## config.mk

```make
export PLATFORM = sky130hd
export DESIGN_NAME = norz_alu_op_sequencer
export DESIGN_NICKNAME = d
export VERILOG_FILES = /design/src/rtl/norz_alu_op_sequencer.sv
export SDC_FILE = /design/constraint.sdc
export NUM_CORES = 1
export LEC_CHECK = 0
export CORE_ASPECT_RATIO = 0.5
export CORE_MARGIN = 4
export CORE_UTILIZATION = 40
export CTS_BUF_LIST = sky130_fd_sc_hd__clkbuf_16
export CTS_CLUSTER_DIAMETER = 120
export CTS_CLUSTER_SIZE = 20
export DETAILED_ROUTE_END_ITERATION = 10
export PLACE_DENSITY = 0.72
export SLEW_MARGIN = 20
export SYNTH_ARGS = -nofsm -noshare
export SYNTH_HDL_FRONTEND = slang
export SYNTH_SLANG_ARGS = --single-unit
```

## constraint.sdc

```tcl
create_clock -name clk -period 3.35 [get_ports clk]
set_input_delay 0.67 -clock clk [delete_from_list [all_inputs] [get_ports clk]]
set_output_delay 0.67 -clock clk [all_outputs]
set_load 0.05 [all_outputs]
```

## src/rtl/norz_alu_op_sequencer.sv

```systemverilog
// norz_alu_op_sequencer
//
// Self-timed sequencer for the 8-bit ALU-with-operand group
// (ADD/ADC/SUB/SBC/AND/XOR/OR/CP, immediate or (IX/IY+d) operand).
// It walks its own step counter and emits the step code together with
// the per-step datapath strobes.
//
// Optional feature macro: NORZ_ALU_SEQ_WAIT_EN
//   defined   : RA0/RA1 wait on mem_ready, with a timeout that pulses err
//   undefined : RA0/RA1 last one cycle each, mem_ready ignored, err = 0
//
// Parameters
//   XPT_W  width of the step-code output (>= 4)
//   TMO_W  width of the wait-timeout counter; limit is 2^TMO_W - 1 cycles
//
// Ports
//   clk, reset                  clock, async active-high reset
//   start, op, indexed, sel_iy  request and operand selection (latched in IDLE)
//   mem_ready                   operand read data valid
//   xpt, busy                   step code (0/3/8/9/10) and not-idle flag
//   sel_ix_high, sel_iy_high    index register select during DISP
//   sel_op_low, write_dt,
//   write_dtex, alu_add_disp    displacement strobes during DISP
//   ra                          one-hot read strobes: RA0, RA1, EXEC
//   alu_op, fclass              one-hot ALU function / flag class in EXEC
//   flag_write, write_a,
//   reset_xpt_itable, done      EXEC strobes
//   err                         one-cycle pulse after a wait timeout
//
// State table
//   state  | meaning
//   S_IDLE | waiting for start (xpt 0)
//   S_DISP | displacement add for indexed operand (xpt 3)
//   S_RA0  | first operand read cycle, indexed only (xpt 8)
//   S_RA1  | operand read (xpt 9)
//   S_EXEC | ALU execute, flags and A written (xpt 10)

module norz_alu_op_sequencer #(
  parameter int XPT_W = 4,
  parameter int TMO_W = 4
) (
  input  logic             clk,
  input  logic             reset,
  input  logic             start,
  input  logic [2:0]       op,
  input  logic             indexed,
  input  logic             sel_iy,
  input  logic             mem_ready,
  output logic [XPT_W-1:0] xpt,
  output logic             busy,
  output logic             sel_ix_high,
  output logic             sel_iy_high,
  output logic             sel_op_low,
  output logic             write_dt,
  output logic             write_dtex,
  output logic [2:0]       ra,
  output logic [7:0]       alu_op,
  output logic             alu_add_disp,
  output logic             flag_write,
  output logic [3:0]       fclass,
  output logic             write_a,
  output logic             reset_xpt_itable,
  output logic             done,
  output logic             err
);

  typedef enum logic [2:0] {
    S_IDLE,
    S_DISP,
    S_RA0,
    S_RA1,
    S_EXEC
  } state_t;

  localparam logic [2:0] OP_CP = 3'b111;

  localparam logic [XPT_W-1:0] XPT_IDLE = XPT_W'(0);
  localparam logic [XPT_W-1:0] XPT_DISP = XPT_W'(3);
  localparam logic [XPT_W-1:0] XPT_RA0  = XPT_W'(8);
  localparam logic [XPT_W-1:0] XPT_RA1  = XPT_W'(9);
  localparam logic [XPT_W-1:0] XPT_EXEC = XPT_W'(10);

  state_t     state, state_nxt;
  logic [2:0] op_q, op_nxt;
  logic       iy_q, iy_nxt;
  logic       err_nxt;

`ifdef NORZ_ALU_SEQ_WAIT_EN
  // Down-counter loaded with limit-1 on entry to a read step; reaching zero
  // while still waiting marks the limit-th wait cycle.
  localparam int unsigned TMO_LIM = (1 << TMO_W) - 1;
  localparam logic [TMO_W-1:0] TMO_LOAD = TMO_W'(TMO_LIM - 1);
  logic [TMO_W-1:0] tmo_cnt, tmo_nxt;
`else
  logic unused_mem_ready;
  assign unused_mem_ready = mem_ready;
`endif

  function automatic logic [7:0] alu_onehot(input logic [2:0] o);
    if (o == OP_CP) return 8'b0000_0100;  // CP is a SUB without the A write
    return 8'b0000_0001 << o;
  endfunction

  function automatic logic [3:0] fclass_of(input logic [2:0] o);
    case (o)
      3'b000, 3'b001:         return 4'b0001;
      3'b010, 3'b011, 3'b111: return 4'b0010;
      3'b100:                 return 4'b0100;
      default:                return 4'b1000;
    endcase
  endfunction

  always_comb begin
    state_nxt = state;
    op_nxt    = op_q;
    iy_nxt    = iy_q;
    err_nxt   = 1'b0;
`ifdef NORZ_ALU_SEQ_WAIT_EN
    tmo_nxt   = tmo_cnt;
`endif
    case (state)
      S_IDLE: begin
        if (start) begin
          op_nxt    = op;
          iy_nxt    = sel_iy;
          state_nxt = indexed ? S_DISP : S_RA1;
`ifdef NORZ_ALU_SEQ_WAIT_EN
          tmo_nxt   = TMO_LOAD;
`endif
        end
      end
      S_DISP: begin
        state_nxt = S_RA0;
`ifdef NORZ_ALU_SEQ_WAIT_EN
        tmo_nxt   = TMO_LOAD;
`endif
      end
      S_RA0: begin
`ifdef NORZ_ALU_SEQ_WAIT_EN
        // mem_ready takes priority over an expiring timeout
        if (mem_ready) begin
          state_nxt = S_RA1;
          tmo_nxt   = TMO_LOAD;
        end else if (tmo_cnt == '0) begin
          state_nxt = S_IDLE;
          err_nxt   = 1'b1;
        end else begin
          tmo_nxt   = tmo_cnt - 1'b1;
        end
`else
        state_nxt = S_RA1;
`endif
      end
      S_RA1: begin
`ifdef NORZ_ALU_SEQ_WAIT_EN
        if (mem_ready) begin
          state_nxt = S_EXEC;
        end else if (tmo_cnt == '0) begin
          state_nxt = S_IDLE;
          err_nxt   = 1'b1;
        end else begin
          tmo_nxt   = tmo_cnt - 1'b1;
        end
`else
        state_nxt = S_EXEC;
`endif
      end
      S_EXEC:  state_nxt = S_IDLE;
      default: state_nxt = S_IDLE;
    endcase
  end

  // Outputs are registered from the next state and next latched op, so they
  // line up with the state register and carry no path from the inputs.
  always_ff @(posedge clk or posedge reset) begin
    if (reset) begin
      state            <= S_IDLE;
      op_q             <= 3'b000;
      iy_q             <= 1'b0;
`ifdef NORZ_ALU_SEQ_WAIT_EN
      tmo_cnt          <= '0;
`endif
      xpt              <= XPT_IDLE;
      busy             <= 1'b0;
      sel_ix_high      <= 1'b0;
      sel_iy_high      <= 1'b0;
      sel_op_low       <= 1'b0;
      write_dt         <= 1'b0;
      write_dtex       <= 1'b0;
      alu_add_disp     <= 1'b0;
      ra               <= 3'b000;
      alu_op           <= 8'h00;
      flag_write       <= 1'b0;
      fclass           <= 4'b0000;
      write_a          <= 1'b0;
      reset_xpt_itable <= 1'b0;
      done             <= 1'b0;
      err              <= 1'b0;
    end else begin
      state            <= state_nxt;
      op_q             <= op_nxt;
      iy_q             <= iy_nxt;
`ifdef NORZ_ALU_SEQ_WAIT_EN
      tmo_cnt          <= tmo_nxt;
`endif
      case (state_nxt)
        S_DISP:  xpt <= XPT_DISP;
        S_RA0:   xpt <= XPT_RA0;
        S_RA1:   xpt <= XPT_RA1;
        S_EXEC:  xpt <= XPT_EXEC;
        default: xpt <= XPT_IDLE;
      endcase
      busy             <= (state_nxt != S_IDLE);
      sel_ix_high      <= (state_nxt == S_DISP) && !iy_nxt;
      sel_iy_high      <= (state_nxt == S_DISP) && iy_nxt;
      sel_op_low       <= (state_nxt == S_DISP);
      write_dt         <= (state_nxt == S_DISP);
      write_dtex       <= (state_nxt == S_DISP);
      alu_add_disp     <= (state_nxt == S_DISP);
      ra               <= {state_nxt == S_EXEC, state_nxt == S_RA1, state_nxt == S_RA0};
      alu_op           <= (state_nxt == S_EXEC) ? alu_onehot(op_nxt) : 8'h00;
      flag_write       <= (state_nxt == S_EXEC);
      fclass           <= (state_nxt == S_EXEC) ? fclass_of(op_nxt) : 4'b0000;
      write_a          <= (state_nxt == S_EXEC) && (op_nxt != OP_CP);
      reset_xpt_itable <= (state_nxt == S_EXEC);
      done             <= (state_nxt == S_EXEC);
      err              <= err_nxt;
    end
  end

endmodule

```

==> Word level (Yosys, flattened, before mapping) <==
Index checks and enable logic that the tools add are counted.
Widths: inputs -> output; s select.
{ "classes": {"eq_ne": 13, "muxes": 14, "shift": 1, "n_reduce_logical": 9} }
{ "ops": {"columns": ["cell", "count"], "rows": [
  ["$mux 8", 3],
  ["$eq 3x2->1 const B", 6],
  ["$pmux 4 s4", 1],
  ["$pmux 3 s4", 1],
  ["$pmux 4 s3", 1],
  ["$eq 3x1->1 const B", 3],
  ["$eq 3x3->1 const B", 3],
  ["$mux 3", 3],
  ["$shl 1x3->8 const A", 1],
  ["$logic_not 3->1", 2],
  ["$mux 4", 1],
  ["$logic_and 1x1->1", 3],
  ["$mux 1", 3],
  ["$ne 3x3->1 const B", 1],
  ["$reduce_bool 3->1", 1],
  ["$reduce_or 3->1", 1],
  ["$mux 2", 1],
  ["$reduce_or 2->1", 1],
  ["$logic_not 1->1", 1]
]} }
{ "totals": {"output_inout_bits": 31, "reg_bits": 32, "inputBits": 9, "wordCells": 50} }

==> Longest topological paths before layout <==
Gate-level depths: netlist of run 1.
{ "logic_depth": {"word_depth": 6, "ltp_mapped": 5, "depth_no_buf": 4} }

==> Least setup slack after synthesis of run 1 <==
No wires, ideal clock.
{ "synth_path": {"path_type": "register to output", "from": "reg done (netlist name)", "to": "out flag_write", "path_buffers": 1, "stages_incl_launch_ff": 2, "required_ps": 2680, "setup_slack_ps": 1757, "t_arrival_ps": 923, "path_cell_list": "dfrtp_1 buf_4"} }
{ "synth_lines": {"columns": ["item", "line", "text"], "rows": [
  ["to (decl)", "59", "output logic flag_write,"]
]} }

==> impl_metrics.xml, run 1 <==
<?xml version="1.0" encoding="UTF-8"?>
<metrics>
  <group name="sta">
    <metric name="drv_slew" unit="">0</metric>
    <metric name="finalHoldWorstSlack" unit="ps">627</metric>
    <metric name="rsz0062_at_grt" unit="">false</metric>
    <metric name="slew_headroom" unit="">0.631</metric>
    <metric name="fmax" unit="GHz">0.468</metric>
    <metric name="final_hold_viol_count" unit="">0</metric>
    <metric name="worstMarginPinSlew" unit="ps">553</metric>
    <metric name="worst_clock_skew" unit="ps">4.19</metric>
    <metric name="finalSetupViolations" unit="">0</metric>
    <metric name="setup_tns" unit="ps">0</metric>
    <metric name="finalCritPeriodShare" unit="">0.638</metric>
    <metric name="finalCriticalPeriod" unit="ps">2140</metric>
  </group>
  <group name="die">
    <metric name="chipWidth" unit="um">83.2</metric>
    <metric name="boundaryPins" unit="">40</metric>
    <metric name="die_h" unit="um">45.6</metric>
    <metric name="coreArea" unit="um2">2650</metric>
    <metric name="design.die.area" unit="um2">3790</metric>
    <metric name="initial_core_util" unit="">0.426</metric>
    <metric name="floorplan.rows" unit="">13</metric>
  </group>
  <group name="worst_setup_path">
    <metric name="worst_path_max_delay_cell" unit="">sky130_fd_sc_hd__clkdlybuf4s50_1</metric>
    <metric name="end_kind" unit="">output port</metric>
    <metric name="worst_ep_arrival" unit="ps">1470</metric>
    <metric name="worstPathCellList" unit="">clkdlybuf4s50_1</metric>
    <metric name="cpLargestDelayFamily" unit="">buffers and inverters</metric>
    <metric name="path_max_fanout" unit="">4</metric>
    <metric name="worst_ep_required_time" unit="ps">2680</metric>
    <metric name="reg2regPathDepth" unit="">4</metric>
    <metric name="critPathLaunchType" unit="">flip-flop</metric>
    <metric name="critical_path_buf_inv_count" unit="">1</metric>
    <metric name="cp.depth" unit="">1</metric>
    <metric name="critPathMaxStageDelay" unit="ps">830</metric>
    <metric name="critical_path_class" unit="">reg -&gt; out</metric>
  </group>
  <group name="logic_synthesis">
    <metric name="post_synth_inst_count" unit="">93</metric>
    <metric name="ys_async_sr_fraction" unit="">1.00</metric>
    <metric name="total_standard_cell_area_after_synthesis" unit="um2">1130</metric>
    <metric name="synth_cell_type_count" unit="">28</metric>
    <metric name="synth_seq_cells" unit="">28</metric>
    <metric name="ys_seq_area_frac" unit="">0.620</metric>
    <metric name="synth-edff-count" unit="">0</metric>
    <metric name="average_instance_area_after_synthesis" unit="um2">12.1</metric>
    <metric name="synth_ff_type" unit="">sky130_fd_sc_hd__dfrtp_1</metric>
    <metric name="yosys_warnings" unit="">0</metric>
  </group>
  <group name="clocking">
    <metric name="clk_pin_slew" unit="ps">60</metric>
    <metric name="holdBufCountCts" unit="">0</metric>
    <metric name="clock_tree.buffer_depth" unit="">2</metric>
    <metric name="post_cts_resize_count" unit="">0</metric>
    <metric name="post-cts-setup-buffer-count" unit="">0</metric>
    <metric name="clock_tree_from_tritoncts" unit="">yes</metric>
    <metric name="number_of_clock_sinks" unit="">28</metric>
    <metric name="cts-buffers-inserted" unit="">3</metric>
    <metric name="cts.root.buffer_cell" unit="">sky130_fd_sc_hd__clkbuf_16</metric>
    <metric name="cts_max_level" unit="">1</metric>
    <metric name="clk-insertion-delay-late" unit="ps">260</metric>
  </group>
  <group name="global_route">
    <metric name="global_route.overflow_total" unit="">0</metric>
    <metric name="track_usage" unit="">0.114</metric>
    <metric name="grt_max_degree" unit="">29</metric>
    <metric name="grt_first_pass_wirelength" unit="um">3240</metric>
    <metric name="grt_antenna_before_repair" unit="">0</metric>
    <metric name="grt_pass1_vias" unit="">644</metric>
  </group>
  <group name="finish">
    <metric name="layout.nets" unit="">129</metric>
    <metric name="multi_input_comb_area" unit="um2">289</metric>
    <metric name="layout_common_cells" unit="">sky130_fd_sc_hd__clkdlybuf4s50_1 (35), sky130_fd_sc_hd__dfrtp_1 (28), sky130_fd_sc_hd__nor3_1 (7), sky130_fd_sc_hd__nand2_1 (6)</metric>
    <metric name="finalNonFillerCells" unit="">156</metric>
    <metric name="flow.area_growth_from_synthesis" unit="%">32.3</metric>
    <metric name="final_common_cell" unit="">sky130_fd_sc_hd__clkdlybuf4s50_1</metric>
    <metric name="final_layout_size_suffix_gt1_frac" unit="">0.109</metric>
    <metric name="filler_cell_count" unit="">207</metric>
    <metric name="postLayoutCoreUtil" unit="">0.564</metric>
    <metric name="insertedDiodeCount" unit="">0</metric>
    <metric name="final_area" unit="um2">1500</metric>
    <metric name="ff_latch_area" unit="um2">701</metric>
  </group>
  <group name="route">
    <metric name="route.detailed.vias_per_inst" unit="">4.43</metric>
    <metric name="post_drt_wl_per_cell" unit="um">12.3</metric>
    <metric name="drt_iter0_markers" unit="">10</metric>
    <metric name="total_number_of_vias" unit="">691</metric>
    <metric name="post-route-drc-count" unit="">0</metric>
    <metric name="drt_wl_total" unit="um">1920</metric>
    <metric name="detail-route-antenna-nets" unit="">0</metric>
    <metric name="detailedRoute.firstPassIterationCount" unit="">4</metric>
  </group>
  <group name="pwr">
    <metric name="total_leakage_power" unit="nW">0.671</metric>
    <metric name="pwr_density_cell" unit="nW/um2">1040</metric>
    <metric name="power.ir.vdd_worst" unit="mV">0.441</metric>
  </group>
  <group name="placed_design">
    <metric name="placed_instance_area" unit="um2">1420</metric>
    <metric name="number_of_port_buffers" unit="">35</metric>
    <metric name="hpwlAfterDp" unit="um">1370</metric>
    <metric name="placed_cells" unit="">152</metric>
    <metric name="routability_cong" unit="">0.704</metric>
  </group>
  <group name="run">
    <metric name="maxCapViolations" unit="">0</metric>
  </group>
  <group name="status">
    <metric name="outcome" unit="">completed</metric>
  </group>
  <group name="min_path">
    <metric name="timing.hold.worst.class" unit="">reg -&gt; reg</metric>
    <metric name="worst_hold_path.num_cells" unit="">1</metric>
  </group>
</metrics>
## logic make-up (layout without fill, tap and decap cells)
family | after synthesis | count (layout) | share of synthesized area
multiplexers | 2 | 2 | 0.0199
flip-flops | 28 | 28 | 0.620
AO/OA/AOI/OAI | 9 | 9 | 0.0543
buffers and inverters | 22 | 46 | 0.131
AND/OR/NAND/NOR | 29 | 29 | 0.156
other | 1 | 3 | 0.00332
XOR/XNOR | 2 | 2 | 0.0155
## final timing paths
path                            startpoint         end  slack, ps
worst max-delay path                  done  flag_write       1210
worst min-delay path               op_q[2]   alu_op[3]        630
worst max register to register    state[1]   alu_op[0]       1690
worst min register to register     op_q[2]   alu_op[3]        630
max in group asynchronous            reset     op_q[0]       2200
min in group asynchronous            reset   fclass[2]        770
## metal layers
metal | wire [um] | GRT usage | vias to the layer above
li1 | - | - | 345
met4 | 31 | 0.0586 | 0
met1 | 780 | 0.130 | 330
met3 | 99 | 0.0397 | 2
met2 | 1010 | 0.201 | 14
met5 | 0 | 0 | -
## synth_stat cells, types with 2 or more instances
master	number	area, um2
sky130_fd_sc_hd__a21oi_1	3	15.0
sky130_fd_sc_hd__buf_6	4	45.0
sky130_fd_sc_hd__mux2_2	2	22.5
sky130_fd_sc_hd__clkbuf_1	2	7.51
sky130_fd_sc_hd__buf_4	9	67.6
sky130_fd_sc_hd__nor4_1	2	12.5
sky130_fd_sc_hd__inv_1	6	22.5
sky130_fd_sc_hd__nor3b_1	2	15.0
sky130_fd_sc_hd__dfrtp_1	28	701
sky130_fd_sc_hd__a211oi_1	2	15.0
sky130_fd_sc_hd__nor2_1	5	18.8
sky130_fd_sc_hd__nand2_1	6	22.5
sky130_fd_sc_hd__nor3_1	7	35.0
## registers in the layout (all words and copies together) (netlist names), 2 cells and up
name	cells
xpt	3
op_q	3
fclass	4
state	3
alu_op	7
ra	2
## layout make-up
type | count | area share
Clock buffer | 3 | 0.0502
Clock inverter | 1 | 0.00251
Inverter | 6 | 0.0151
Multi-Input combinational cell | 45 | 0.193
Sequential cell | 28 | 0.469
Tap cell | 37 | 0.0310
Timing Repair Buffer | 36 | 0.239
## per-stage QoR
step | worst slack, ps | power, mW
after detailed placement | 1080 | 1.30
after global routing | 1170 | 1.64
after global placement | 1090 | 1.29
after CTS | 1190 | 1.57
final | 1210 | 1.55
after floorplan | 1760 | 1.14
## power breakdown
part / internal [mW] / switching, mW / total (mW)
Combinational: 0.249 / 0.479 / 0.728
Clock: 0.160 / 0.105 / 0.265
Sequential: 0.443 / 0.118 / 0.561
Note: power is estimated with default switching activity, not from simulation.
==> run 2: changes to the inputs <==
==> constraint.sdc (replaced) <==
create_clock -name clk -period 2.2 [get_ports clk]
set_input_delay 0.44 -clock clk [delete_from_list [all_inputs] [get_ports clk]]
set_output_delay 0.44 -clock clk [all_outputs]
set_load 0.05 [all_outputs]
==> impl_metrics.xml, run 2 (synthesis gave the netlist of run 1 again) <==
<?xml version="1.0" encoding="UTF-8"?>
<metrics>
  <group name="route">
    <metric name="routed_length_on_met1" unit="um">809</metric>
    <metric name="total_number_of_vias" unit="">696</metric>
    <metric name="drt_iter0_markers" unit="">32</metric>
    <metric name="route.detailed.vias_per_inst" unit="">4.46</metric>
    <metric name="detailedRoute.firstPassIterationCount" unit="">4</metric>
    <metric name="top_layer_used" unit="">met4</metric>
    <metric name="drt_wl_total" unit="um">1860</metric>
    <metric name="met2_length" unit="um">949</metric>
    <metric name="detail-route-antenna-nets" unit="">0</metric>
    <metric name="post_drt_wl_per_cell" unit="um">11.9</metric>
    <metric name="post-route-drc-count" unit="">0</metric>
    <metric name="met3_wirelength" unit="um">82</metric>
  </group>
  <group name="sta">
    <metric name="finalCritPeriodShare" unit="">0.866</metric>
    <metric name="final_hold_viol_count" unit="">0</metric>
    <metric name="finalHoldWorstSlack" unit="ps">551</metric>
    <metric name="fmax" unit="GHz">0.525</metric>
    <metric name="finalCriticalPeriod" unit="ps">1910</metric>
    <metric name="slew_headroom" unit="">0.660</metric>
    <metric name="worst_clock_skew" unit="ps">3.59</metric>
    <metric name="finalSetupViolations" unit="">0</metric>
    <metric name="worstMarginPinSlew" unit="ps">508</metric>
    <metric name="rsz0062_at_grt" unit="">false</metric>
    <metric name="setup_tns" unit="ps">0</metric>
    <metric name="drv_slew" unit="">0</metric>
  </group>
  <group name="worst_setup_path">
    <metric name="end_kind" unit="">output port</metric>
    <metric name="worst_path_max_delay_cell" unit="">sky130_fd_sc_hd__clkdlybuf4s50_1</metric>
    <metric name="startpoint" unit="">alu_add_disp</metric>
    <metric name="critical_path_buf_inv_count" unit="">1</metric>
    <metric name="critical_path_class" unit="">reg -&gt; out</metric>
    <metric name="critPathLaunchType" unit="">flip-flop</metric>
    <metric name="capture_point_of_the_worst_reg_to_reg_path" unit="">alu_op[0]</metric>
    <metric name="worst_ep_required_time" unit="ps">1760</metric>
    <metric name="worstPathCellList" unit="">clkdlybuf4s50_1</metric>
    <metric name="worst_ep_arrival" unit="ps">1470</metric>
    <metric name="reg2regPathDepth" unit="">3</metric>
    <metric name="cpLargestDelayFamily" unit="">buffers and inverters</metric>
    <metric name="critPathMaxStageDelay" unit="ps">830</metric>
    <metric name="setup.reg_to_reg.worst_slack" unit="ps">690</metric>
    <metric name="path_max_fanout" unit="">4</metric>
    <metric name="timing.rr.start" unit="">state[1]</metric>
  </group>
  <group name="clocking">
    <metric name="cts-buffers-inserted" unit="">3</metric>
    <metric name="clock_tree.buffer_depth" unit="">2</metric>
    <metric name="cts_max_level" unit="">1</metric>
    <metric name="cts.root.buffer_cell" unit="">sky130_fd_sc_hd__clkbuf_16</metric>
    <metric name="clk-insertion-delay-late" unit="ps">250</metric>
    <metric name="holdBufCountCts" unit="">0</metric>
    <metric name="clk_pin_slew" unit="ps">60</metric>
    <metric name="post_cts_resize_count" unit="">0</metric>
    <metric name="post-cts-setup-buffer-count" unit="">0</metric>
    <metric name="number_of_clock_sinks" unit="">28</metric>
    <metric name="clock_tree_from_tritoncts" unit="">yes</metric>
  </group>
  <group name="die">
    <metric name="die_h" unit="um">45.6</metric>
    <metric name="initial_core_util" unit="">0.426</metric>
    <metric name="design.die.area" unit="um2">3790</metric>
    <metric name="chipWidth" unit="um">83.2</metric>
    <metric name="floorplan.rows" unit="">13</metric>
    <metric name="coreArea" unit="um2">2650</metric>
    <metric name="boundaryPins" unit="">40</metric>
  </group>
  <group name="pwr">
    <metric name="pwr_density_cell" unit="nW/um2">1570</metric>
    <metric name="power.ir.vdd_worst" unit="mV">0.676</metric>
    <metric name="total_leakage_power" unit="nW">0.676</metric>
  </group>
  <group name="placed_design">
    <metric name="routability_cong" unit="">0.725</metric>
    <metric name="hpwlAfterDp" unit="um">1370</metric>
    <metric name="number_of_port_buffers" unit="">35</metric>
  </group>
  <group name="finish">
    <metric name="postLayoutCoreUtil" unit="">0.565</metric>
    <metric name="flow.area_growth_from_synthesis" unit="%">32.7</metric>
    <metric name="biggestRegsByFlops" unit="">alu_op (7), fclass (4)</metric>
    <metric name="final_common_cell" unit="">sky130_fd_sc_hd__clkdlybuf4s50_1</metric>
    <metric name="layout_common_cells" unit="">sky130_fd_sc_hd__clkdlybuf4s50_1 (35), sky130_fd_sc_hd__dfrtp_1 (28), sky130_fd_sc_hd__nor3_1 (7), sky130_fd_sc_hd__inv_1 (6), sky130_fd_sc_hd__nand2_1 (6)</metric>
    <metric name="register_with_the_highest_flop_count" unit="">alu_op</metric>
    <metric name="final_layout_size_suffix_gt1_frac" unit="">0.109</metric>
    <metric name="largest_register_ffs" unit="">7</metric>
    <metric name="layout.nets" unit="">130</metric>
    <metric name="insertedDiodeCount" unit="">0</metric>
  </group>
  <group name="status">
    <metric name="outcome" unit="">completed</metric>
  </group>
  <group name="run">
    <metric name="maxCapViolations" unit="">0</metric>
  </group>
  <group name="global_route">
    <metric name="grt_pass1_vias" unit="">628</metric>
    <metric name="grt_max_degree" unit="">29</metric>
    <metric name="track_usage" unit="">0.0984</metric>
    <metric name="grt_first_pass_wirelength" unit="um">2900</metric>
    <metric name="grt_antenna_before_repair" unit="">0</metric>
    <metric name="global_route.overflow_total" unit="">0</metric>
  </group>
  <group name="min_path">
    <metric name="timing.hold.worst.class" unit="">in -&gt; async</metric>
  </group>
</metrics>
run 2: how the worst max path moves through the flow:
stage,to,slack (ps),cells past startpoint
finish,write_dt,290,1
global placement,alu_op[0],290,4
detailed placement,alu_op[1],270,4
floorplan,alu_op[0],790,4
global route,write_dt,250,1
CTS,write_dt,280,1
run 2: per-layer routing:
metal	track usage	vias up
met5	0	-
met4	0.0195	0
met3	0.0325	2
met2	0.172	19
met1	0.124	332
li1	-	343
run 2: metrics by stage:
step	setup WS (ps)	total power, mW	instances	cell area, um2
6_report	294	2.36	156	1500
4_1_cts	276	2.38	156	1500
3_5_place_dp	269	1.98	153	1420
5_1_grt	249	2.47	156	1500
2_1_floorplan	792	1.74	95	1140
3_3_place_gp	285	1.96	153	1420
run 2: area by class of cell:
cell class,instances,area [um2]
fillers,218,1150
inverters,6,22.5
clock buffers,3,75.1
multi-input cells,45,289
repair buffers,37,365
well taps,37,46.3
flip-flops and latches,28,701
run 2: where the power goes:
| part | switching (mW) | internal, mW | total, mW |
|---|---|---|---|
| logic | 0.731 | 0.380 | 1.11 |
| registers | 0.178 | 0.674 | 0.852 |
| clock network | 0.152 | 0.240 | 0.393 |
| total | 1.06 | 1.30 | 2.36 |
